## src/rtl/can_tx_scheduler_if.sv

```systemverilog
// Mailbox request, transmitter handshake and bus-level signals of the CAN transmit scheduler.
// The scheduler uses the master modport. The mailbox and transmitter side uses the slave modport.
interface can_tx_scheduler_if;
  logic        i_Rx_Serial;
  logic [3:0]  i_Req;
  logic [43:0] i_Ids;
  logic [3:0]  o_Grant;
  logic [10:0] o_Tx_Id;
  logic        o_Tx_Start;
  logic        i_Tx_Done;
  logic        i_Arb_Lost;
  logic        i_Tx_Error;
  logic [3:0]  o_Ack;
  logic [3:0]  o_Fail;
  logic        o_Busy;

  modport master (
    input  i_Rx_Serial, i_Req, i_Ids, i_Tx_Done, i_Arb_Lost, i_Tx_Error,
    output o_Grant, o_Tx_Id, o_Tx_Start, o_Ack, o_Fail, o_Busy
  );

  modport slave (
    output i_Rx_Serial, i_Req, i_Ids, i_Tx_Done, i_Arb_Lost, i_Tx_Error,
    input  o_Grant, o_Tx_Id, o_Tx_Start, o_Ack, o_Fail, o_Busy
  );
endinterface

```

## src/rtl/can_tx_scheduler.sv

```systemverilog
// Four-mailbox CAN transmit scheduler. It waits for an idle bus and then grants the lowest pending ID.
// It also tracks per-mailbox retries and reports ack/fail pulses back to the mailboxes.
module can_tx_scheduler #(
  parameter int unsigned CLKS_PER_BIT = 10,
  parameter int unsigned MAX_RETRY    = 3,
  parameter int unsigned IDLE_BITS    = 11
) (
  input logic               i_Clock,
  input logic               i_Rst_n,
  can_tx_scheduler_if.master bus
);

  localparam int unsigned IDLE_CLKS = IDLE_BITS * CLKS_PER_BIT;
  localparam int unsigned CNT_W     = $clog2(IDLE_CLKS + 1);

  typedef enum logic [1:0] {BUS_WAIT, SELECT, START, ACTIVE} state_t;

  state_t           state;
  logic [1:0]       rx_sync;
  logic [CNT_W-1:0] idle_cnt;
  logic             bus_idle;
  logic [3:0]       mask;
  logic [3:0]       eligible;
  logic [1:0]       retry [4];
  logic [1:0]       grant_idx;
  logic             sel_found;
  logic [1:0]       sel_idx;
  logic [10:0]      sel_id;

  always_ff @(posedge i_Clock or negedge i_Rst_n) begin
    if (!i_Rst_n) rx_sync <= 2'b11;
    else          rx_sync <= {rx_sync[0], bus.i_Rx_Serial};
  end

  assign bus_idle = (idle_cnt == CNT_W'(IDLE_CLKS));

  // Strict less-than keeps the lower mailbox index when two IDs are equal.
  always_comb begin
    eligible  = bus.i_Req & ~mask;
    sel_found = 1'b0;
    sel_idx   = '0;
    sel_id    = '0;
    for (int k = 0; k < 4; k++) begin
      if (eligible[k] && (!sel_found || (bus.i_Ids[11*k +: 11] < sel_id))) begin
        sel_found = 1'b1;
        sel_idx   = 2'(k);
        sel_id    = bus.i_Ids[11*k +: 11];
      end
    end
  end

  always_ff @(posedge i_Clock or negedge i_Rst_n) begin
    if (!i_Rst_n) begin
      state          <= BUS_WAIT;
      bus.o_Grant    <= '0;
      bus.o_Tx_Id    <= '0;
      bus.o_Tx_Start <= 1'b0;
      bus.o_Ack      <= '0;
      bus.o_Fail     <= '0;
      bus.o_Busy     <= 1'b0;
      idle_cnt       <= '0;
      mask           <= '0;
      grant_idx      <= '0;
      for (int k = 0; k < 4; k++) retry[k] <= '0;
    end else begin
      bus.o_Tx_Start <= 1'b0;
      bus.o_Ack      <= '0;
      bus.o_Fail     <= '0;
      mask           <= (mask | bus.o_Ack | bus.o_Fail) & bus.i_Req;

      if (!rx_sync[1])    idle_cnt <= '0;
      else if (!bus_idle) idle_cnt <= idle_cnt + CNT_W'(1);

      case (state)
        BUS_WAIT: begin
          if (bus_idle && (|eligible)) begin
            state      <= SELECT;
            bus.o_Busy <= 1'b1;
          end
        end
        SELECT: begin
          if (sel_found) begin
            bus.o_Grant    <= 4'b0001 << sel_idx;
            bus.o_Tx_Id    <= sel_id;
            grant_idx      <= sel_idx;
            bus.o_Tx_Start <= 1'b1;
            state          <= START;
          end else begin
            state      <= BUS_WAIT;
            bus.o_Busy <= 1'b0;
            idle_cnt   <= '0;
          end
        end
        START: state <= ACTIVE;
        ACTIVE: begin
          // Any result ends the attempt; the idle count restarts so the next attempt waits a full idle period.
          if (bus.i_Tx_Error || bus.i_Arb_Lost || bus.i_Tx_Done) begin
            state       <= BUS_WAIT;
            bus.o_Grant <= '0;
            bus.o_Busy  <= 1'b0;
            idle_cnt    <= '0;
          end
          if (bus.i_Tx_Error) begin
            if (({1'b0, retry[grant_idx]} + 3'd1) == 3'(MAX_RETRY)) begin
              bus.o_Fail       <= bus.o_Grant;
              retry[grant_idx] <= '0;
            end else begin
              retry[grant_idx] <= retry[grant_idx] + 2'd1;
            end
          end else if (!bus.i_Arb_Lost && bus.i_Tx_Done) begin
            bus.o_Ack        <= bus.o_Grant;
            retry[grant_idx] <= '0;
          end
        end
        default: state <= BUS_WAIT;
      endcase

      for (int k = 0; k < 4; k++) begin
        if (!bus.i_Req[k]) retry[k] <= '0;
      end
    end
  end

endmodule

```

## src/flat_wrapper.sv

```systemverilog
// flat-port wrapper written by rule: the top's interface ports become plain ports
module can_tx_scheduler_flat 
#(
  parameter int unsigned CLKS_PER_BIT = 10,
  parameter int unsigned MAX_RETRY    = 3,
  parameter int unsigned IDLE_BITS    = 11
)
  (i_Clock, i_Rst_n, bus_i_Rx_Serial, bus_i_Req, bus_i_Ids, bus_i_Tx_Done, bus_i_Arb_Lost, bus_i_Tx_Error, bus_o_Grant, bus_o_Tx_Id, bus_o_Tx_Start, bus_o_Ack, bus_o_Fail, bus_o_Busy);
  can_tx_scheduler_if bus_i ();
  input logic i_Clock;
  input logic i_Rst_n;
  input wire logic [$bits(bus_i.i_Rx_Serial)-1:0] bus_i_Rx_Serial;
  input wire logic [$bits(bus_i.i_Req)-1:0] bus_i_Req;
  input wire logic [$bits(bus_i.i_Ids)-1:0] bus_i_Ids;
  input wire logic [$bits(bus_i.i_Tx_Done)-1:0] bus_i_Tx_Done;
  input wire logic [$bits(bus_i.i_Arb_Lost)-1:0] bus_i_Arb_Lost;
  input wire logic [$bits(bus_i.i_Tx_Error)-1:0] bus_i_Tx_Error;
  output wire logic [$bits(bus_i.o_Grant)-1:0] bus_o_Grant;
  output wire logic [$bits(bus_i.o_Tx_Id)-1:0] bus_o_Tx_Id;
  output wire logic [$bits(bus_i.o_Tx_Start)-1:0] bus_o_Tx_Start;
  output wire logic [$bits(bus_i.o_Ack)-1:0] bus_o_Ack;
  output wire logic [$bits(bus_i.o_Fail)-1:0] bus_o_Fail;
  output wire logic [$bits(bus_i.o_Busy)-1:0] bus_o_Busy;
  assign bus_i.i_Rx_Serial = bus_i_Rx_Serial;
  assign bus_i.i_Req = bus_i_Req;
  assign bus_i.i_Ids = bus_i_Ids;
  assign bus_i.i_Tx_Done = bus_i_Tx_Done;
  assign bus_i.i_Arb_Lost = bus_i_Arb_Lost;
  assign bus_i.i_Tx_Error = bus_i_Tx_Error;
  assign bus_o_Grant = bus_i.o_Grant;
  assign bus_o_Tx_Id = bus_i.o_Tx_Id;
  assign bus_o_Tx_Start = bus_i.o_Tx_Start;
  assign bus_o_Ack = bus_i.o_Ack;
  assign bus_o_Fail = bus_i.o_Fail;
  assign bus_o_Busy = bus_i.o_Busy;
  can_tx_scheduler #(.CLKS_PER_BIT(CLKS_PER_BIT), .MAX_RETRY(MAX_RETRY), .IDLE_BITS(IDLE_BITS)) u_core (.i_Clock(i_Clock), .i_Rst_n(i_Rst_n), .bus(bus_i));
endmodule
```

## config.mk

```make
export PLATFORM = sky130hd
export DESIGN_NAME = can_tx_scheduler_flat
export DESIGN_NICKNAME = d
export VERILOG_FILES = /design/src/rtl/can_tx_scheduler_if.sv /design/src/rtl/can_tx_scheduler.sv /design/src/flat_wrapper.sv
export SDC_FILE = /design/constraint.sdc
export NUM_CORES = 1
export LEC_CHECK = 0
export BUFFER_PORTS_ARGS = -buffer_cell sky130_fd_sc_hd__clkbuf_2
export CAP_MARGIN = 5
export CORE_ASPECT_RATIO = 1.1
export CORE_MARGIN = 3
export CORE_UTILIZATION = 45
export CTS_CLUSTER_SIZE = 40
export DETAILED_ROUTE_END_ITERATION = 8
export MAX_ROUTING_LAYER = met4
export PLACE_DENSITY = 0.68
export SKIP_LAST_GASP = 1
export SLEW_MARGIN = 15
export SYNTH_ARGS = -nofsm -noshare
export SYNTH_HDL_FRONTEND = slang
export SYNTH_SLANG_ARGS = --single-unit
```

## constraint.sdc

```tcl
create_clock -name i_Clock -period 17.8 [get_ports i_Clock]
set_clock_uncertainty 0.2 [all_clocks]
set_input_delay 3.56 -clock i_Clock [delete_from_list [all_inputs] [get_ports i_Clock]]
set_output_delay 3.56 -clock i_Clock [all_outputs]
set_load 0.005 [all_outputs]
```

### After elaboration in Yosys (flattened, before gate mapping)

Index checks and enable logic that the tools add are counted.

| word-level totals | value |
|---|---|
| bits in registers | 50 |
| input port bits | 54 |
| output and inout port bits | 25 |
| logic and storage cells | 125 |

| cells by class | value |
|---|---|
| $add $sub $neg | 3 |
| $lt $le $gt $ge | 5 |
| equal/unequal tests | 17 |
| shifts and indexed selects | 1 |
| muxes and demuxes | 49 |
| bitwise logic cells | 8 |
| reduce and logical (&&, ||, !) cells | 27 |

Operator list:

| kind | number |
|---|---|
| $mux 11 | 4 |
| $lt 11x11->1 | 3 |
| $mux 4 | 8 |
| $mux 8 | 4 |
| $mux 7 | 4 |
| $mux 2 | 12 |
| $ne 2x1->1 const B | 7 |
| $pmux 7 s2 | 1 |
| $ne 3x1->1 const B | 4 |
| $reduce_and 2->1 | 6 |
| $mux 1 | 10 |
| $and 4x4->4 | 2 |
| $and 8x8->8 | 1 |
| $bwmux 8 | 1 |
| $not 8->8 | 1 |
| $or 4x4->4 | 2 |
| $pmux 2 s4 | 1 |
| $pmux 4 s2 | 1 |
| $add 7x1->7 const B | 1 |
| $eq 7x7->1 const B | 1 |
| $logic_and 1x1->1 | 6 |
| $logic_or 1x1->1 | 5 |
| $bmux 2 s2 | 1 |
| $demux 2 s2 | 1 |
| other kinds (19) | 23 |

### Longest topological paths before layout

| logic depth | value |
|---|---|
| depth in word-level cells | 18 |
| gate-level depth with buffers | 29 |
| depth with buffers taken out | 25 |

### Worst setup path before layout

Ideal clock, no wire load.

| path | value |
|---|---|
| path type | input port to flip-flop |
| from | input bus_i_Req[0] |
| to | register u_core.bus.o_Grant[1] |
| setup time | 0.122 ns |
| arrival time | 9.166 ns |
| data required time | 17.478 ns |
| slack | 8.312 ns |
| stages on the path | 26 |
| path buffers | 4 |
| cell sequence | and2b_1 clkbuf_1 nand2_1 ha_1 a21oi_1 o22ai_2 o221a_4 or2_4 buf_6 mux2_4 ha_1 nand2_1 a2111oi_4 and3_1 nand3_1 a22oi_2 buf_4 mux2i_1 inv_1 ha_1 a2111o_1 o31ai_1 and4b_1 a31oi_4 buf_8 a32o_1 |

| on the way | value |
|---|---|
| cells in the longest elaborated chain, start to end | 17 |
| elaborated cells between the ends (all ways) | 28 |
| those cells by class | order compare (3); eq/ne (1); shift (1); mux (12); bitwise (1); reduce/logical (10) |

Ends and longest elaborated chain:

| element | line | source |
|---|---|---|
| start: declaration | flat_wrapper.sv:13 | `input wire logic [$bits(bus_i.i_Req)-1:0] bus_i_Req;` |
| $and 4x4->4 * | can_tx_scheduler.sv:39 | `eligible = bus.i_Req & ~mask;` |
| $mux 11 or $mux 1 (tied branches) | can_tx_scheduler.sv:44 | `if (eligible[k] && (!sel_found \|\| (bus.i_Ids[11*k +: 11] < sel_id))) begin` |
| $lt 11x11->1 or $logic_not 1->1 (tied branches) | can_tx_scheduler.sv:44 |  |
| $logic_or 1x1->1 | can_tx_scheduler.sv:44 |  |
| $logic_and 1x1->1 | can_tx_scheduler.sv:44 |  |
| $mux 11 or $mux 1 (tied branches) | can_tx_scheduler.sv:44 |  |
| $lt 11x11->1 or $logic_not 1->1 (tied branches) | can_tx_scheduler.sv:44 |  |
| $logic_or 1x1->1 | can_tx_scheduler.sv:44 |  |
| $logic_and 1x1->1 | can_tx_scheduler.sv:44 |  |
| $mux 11 or $mux 1 (tied branches) | can_tx_scheduler.sv:44 |  |
| $lt 11x11->1 or $logic_not 1->1 (tied branches) | can_tx_scheduler.sv:44 |  |
| $logic_or 1x1->1 | can_tx_scheduler.sv:44 |  |
| $logic_and 1x1->1 | can_tx_scheduler.sv:44 |  |
| $mux 2 | can_tx_scheduler.sv:44 |  |
| $shl 1x2->4 | can_tx_scheduler.sv:83 | `bus.o_Grant <= 4'b0001 << sel_idx;` |
| $mux 4 | can_tx_scheduler.sv:82 | `if (sel_found) begin` |
| $pmux 4 s2 | can_tx_scheduler.sv:74 | `case (state)` |
| end signal: assignment | can_tx_scheduler.sv:83 |  |
| end: declaration | can_tx_scheduler_if.sv:19 | `output o_Grant, o_Tx_Id, o_Tx_Start, o_Ack, o_Fail, o_Busy` |

Every way passes the cells marked *; elsewhere a longest branch is shown, timed or not. The select of a mux whose other input is x is not followed.
A chain may end at the register's enable or synchronous reset.

### Worst setup path in the final report

| path | value |
|---|---|
| from | input bus_i_Req[0] |
| to | register u_core.bus.o_Grant[2] |

Same word-level chain as after synthesis.

==> results_dict.tcl <==
set metrics [dict create \
    diodes 0 \
    slew_headroom 0.419 \
    power_leakage_nw 2.13 \
    cp_data_arrival_time_ps 10040 \
    dpl.cell_count 544 \
    clkSinkCount 50 \
    path_buf_inv 2 \
    rsz0062_at_grt "false" \
    grt_pass1_wl_mm 13.5 \
    start_util 0.466 \
    async_reset_ff_frac 1.00 \
    clkPwrFrac 0.304 \
    crit_required_ps 17760 \
    post-route-period-util 0.566 \
    synth_cell_type_count 59 \
    cts_tree "done" \
    ys_seq_elements 50 \
    die_w_um 90.1 \
    vias 2928 \
    syn-mean-instance-area_um2 9.51 \
    hold_slack_ps 167 \
    netlist_instances 368 \
    layout-drive-gt1-share 0.248 \
    final-max-slew-violation-count 0 \
    rows 33 \
    cts-htree-levels 2 \
    drt_iter0_drc 135 \
    cts_resized 0 \
    core-area_um2 7510 \
    grt_pass1_vias 2861 \
    netlist_area_um2 3500 \
    die_area_um2 8870 \
    hold_buffers 0 \
    tightest_slew_ps 871 \
    powerDensity_nw_per_um2 65.1 \
    holdCritPathClass "register to register" \
    gp_congestion 0.881 \
    crit_family "compound AO/OA/AOI/OAI gates" \
    critPathKind "input pin to register" \
    synth_fp_nets 455 \
    ys.warnings.count 0 \
    power_switching_w 0.0000783 \
    io_pins 79 \
    ys.flop_type "dfrtp_1" \
    clk_pin_slew_ps 100 \
    final_common_cell "clkbuf_2" \
    p_int_w 0.000188 \
    die_h_um 98.5 \
    grtUsageTotal 0.190 \
    postCtsSetupBuffers 0 \
    combPwrFrac 0.264 \
    ir_drop_mv 0.0446 \
    p_sw_frac 0.294 \
    cts-buffers-inserted 5 \
    setup_tns_ps 0 \
    power_frac_seq 0.432 \
    drv_cap 0 \
    min_period_ps 10080 \
    grt_max_degree 51 \
    critPathLaunchType "input pin" \
    critPathMaxFanout 14 \
    final_nets 533 \
    syn_to_final_growth_pct 16.8 \
    root_buffer "clkbuf_8" \
    worst_setup_path_end_kind "register" \
    status "finished clean" \
    final-hold-violation-count 0 \
    crit_slowest_cell "a22oi_2" \
    clock_path_buffers 2 \
    antenna_left 0 \
    io_buffers 78 \
    mostFrequentLayoutCells "clkbuf_2, dfrtp_1, inv_1" \
    antenna_found_initial 0 \
    gr-total-overflow 0 \
    fmax_mhz 99.2 \
    stdcell_count 552 \
    viasPerCell 5.30 \
    crit_chain "clkbuf_2 -> and2b_1 -> nand2_1 -> ha_1 -> nand3_1 -> a21boi_0 -> o22a_1 -> or2_4 -> mux2_2 -> ha_1 -> nand2_1 -> a2111oi_4 -> and3_1 -> nand3_1 -> a22oi_2 -> mux2i_1 -> inv_1 -> ha_1 -> a2111o_1 -> o31ai_1 -> and4b_1 -> a31oi_4 -> nand2_1 -> o21ai_0" \
    drc 0 \
    finalSetupViolCount 0 \
    synth_edf_count 0 \
    nFillCells 720 \
    first_pass_iters 4 \
    drt-total-wl_mm 8.06 \
    ys_seq_area_frac 0.358 \
    wl_per_cell_um 14.6 \
    dpl.hpwl_mm 6.52 \
    slowest_delay_ps 730 \
    clock_latency_ps 300 \
]
cells by family after synthesis:
family,synth area share
AOI/OAI and AO/OA,0.145
xor gates and xnor gates,0.0150
adders and majority gates,0.118
buffers and inverters,0.0579
DFF,0.358
muxes,0.123
and+or+nand+nor,0.183
routing by layer:
metal  vias to the layer above  part of all wire  global-route usage
met4                         0             0.012              0.0424
met1                      1383              0.43               0.229
met2                        77              0.51               0.340
met5                         -                 0                   -
li1                       1456                 -                   -
met3                        12             0.046              0.0260
stage by stage:
stage / area (µm²) / total power [W] / util / setup slack [ps]
global route: 4090 / 0.000282 / 0.544 / 7230
floorplan: 3500 / 0.000168 / - / 8310
detailed placement: 3980 / 0.000188 / 0.529 / 7430
CTS: 4090 / 0.000268 / 0.544 / 7750
global placement: 3980 / 0.000186 / 0.529 / 7670
finish: 4090 / 0.000266 / 0.544 / 7720
flip-flops by register name, indices dropped and copies added (netlist names), named ones only:
name and flops:
u_core.bus.o_Tx_Id 11, u_core.retry 8, u_core.idle_cnt 7, u_core.bus.o_Ack 4
u_core.bus.o_Fail 4, u_core.bus.o_Grant 4, u_core.mask 4, u_core.grant_idx 2
u_core.rx_sync 2, u_core.bus.o_Busy 1, u_core.bus.o_Tx_Start 1, u_core.state 1
final timing paths:
kind / endpoint / depth (start not counted) / start / slack (ps)
max in group asynchronous: u_core.bus.o_Tx_Id[4]$_DFFE_PN0P_ / 2 / i_Rst_n / 13840
worst max-delay path: u_core.bus.o_Grant[2]$_DFFE_PN0P_ / 24 / bus_i_Req[0] / 7720
worst min register to register: u_core.rx_sync[1]$_DFF_PN1_ / 0 / u_core.rx_sync[0]$_DFF_PN1_ / 170
worst min-delay path: u_core.rx_sync[1]$_DFF_PN1_ / 0 / u_core.rx_sync[0]$_DFF_PN1_ / 170
min in group asynchronous: u_core.bus.o_Fail[0]$_DFF_PN0_ / 2 / i_Rst_n / 3140
worst max register to register: u_core.bus.o_Grant[2]$_DFFE_PN0P_ / 23 / u_core.mask[0]$_DFF_PN0_ / 10650
Yosys cell counts (3+ instances only):
cell type  number  share of area
nor2_1         32          0.034
mux2i_1        26          0.074
o21ai_0        10          0.014
o21ai_1         5         0.0071
clkbuf_1        5         0.0054
a211oi_1        3         0.0064
and2_1          6          0.011
mux2_4          3          0.013
o22a_1          3         0.0075
xor2_1          4          0.010
mux2_2          7          0.023
dfrtp_1        48           0.34
nand2_1        25          0.027
inv_1          39          0.042
nor3_1          7          0.010
nand3_1         6         0.0086
ha_1           33           0.12
nor2b_1        14          0.025
nand2b_1        5         0.0089
a21oi_1        26          0.037
nand4_1         9          0.016
o31a_1          4          0.010
worst reg2reg max path, delay by kind of cell, from the launching register on:
family                     cells  cell delay, ps
buffers and inverters          1              60
and+or+nand+nor                9            1880
muxes                          2             690
DFF                            1             420
AOI/OAI and AO/OA              8            2810
adders and majority gates      3             930
final cells by class:
class / instances / area [µm²] / share of cell area
sequential: 50 / 1250 / 0.307
multi-input combinational: 270 / 2040 / 0.500
timing repair buffer: 79 / 398 / 0.0974
tap: 105 / 131 / 0.0321
inverter: 40 / 150 / 0.0367
clock buffer: 6 / 72.6 / 0.0178
clock inverter: 2 / 37.5 / 0.00919
power groups by stage:
stage	Sequential, W	Combinational [W]	Clock, W
floorplan	0.000117	0.0000511	0
finish	0.000115	0.0000702	0.0000809
global route	0.000115	0.0000789	0.0000874
CTS	0.000115	0.0000708	0.0000824
detailed placement	0.000117	0.0000703	0
global placement	0.000117	0.0000686	0
Note: power is estimated with default switching activity, not from simulation.
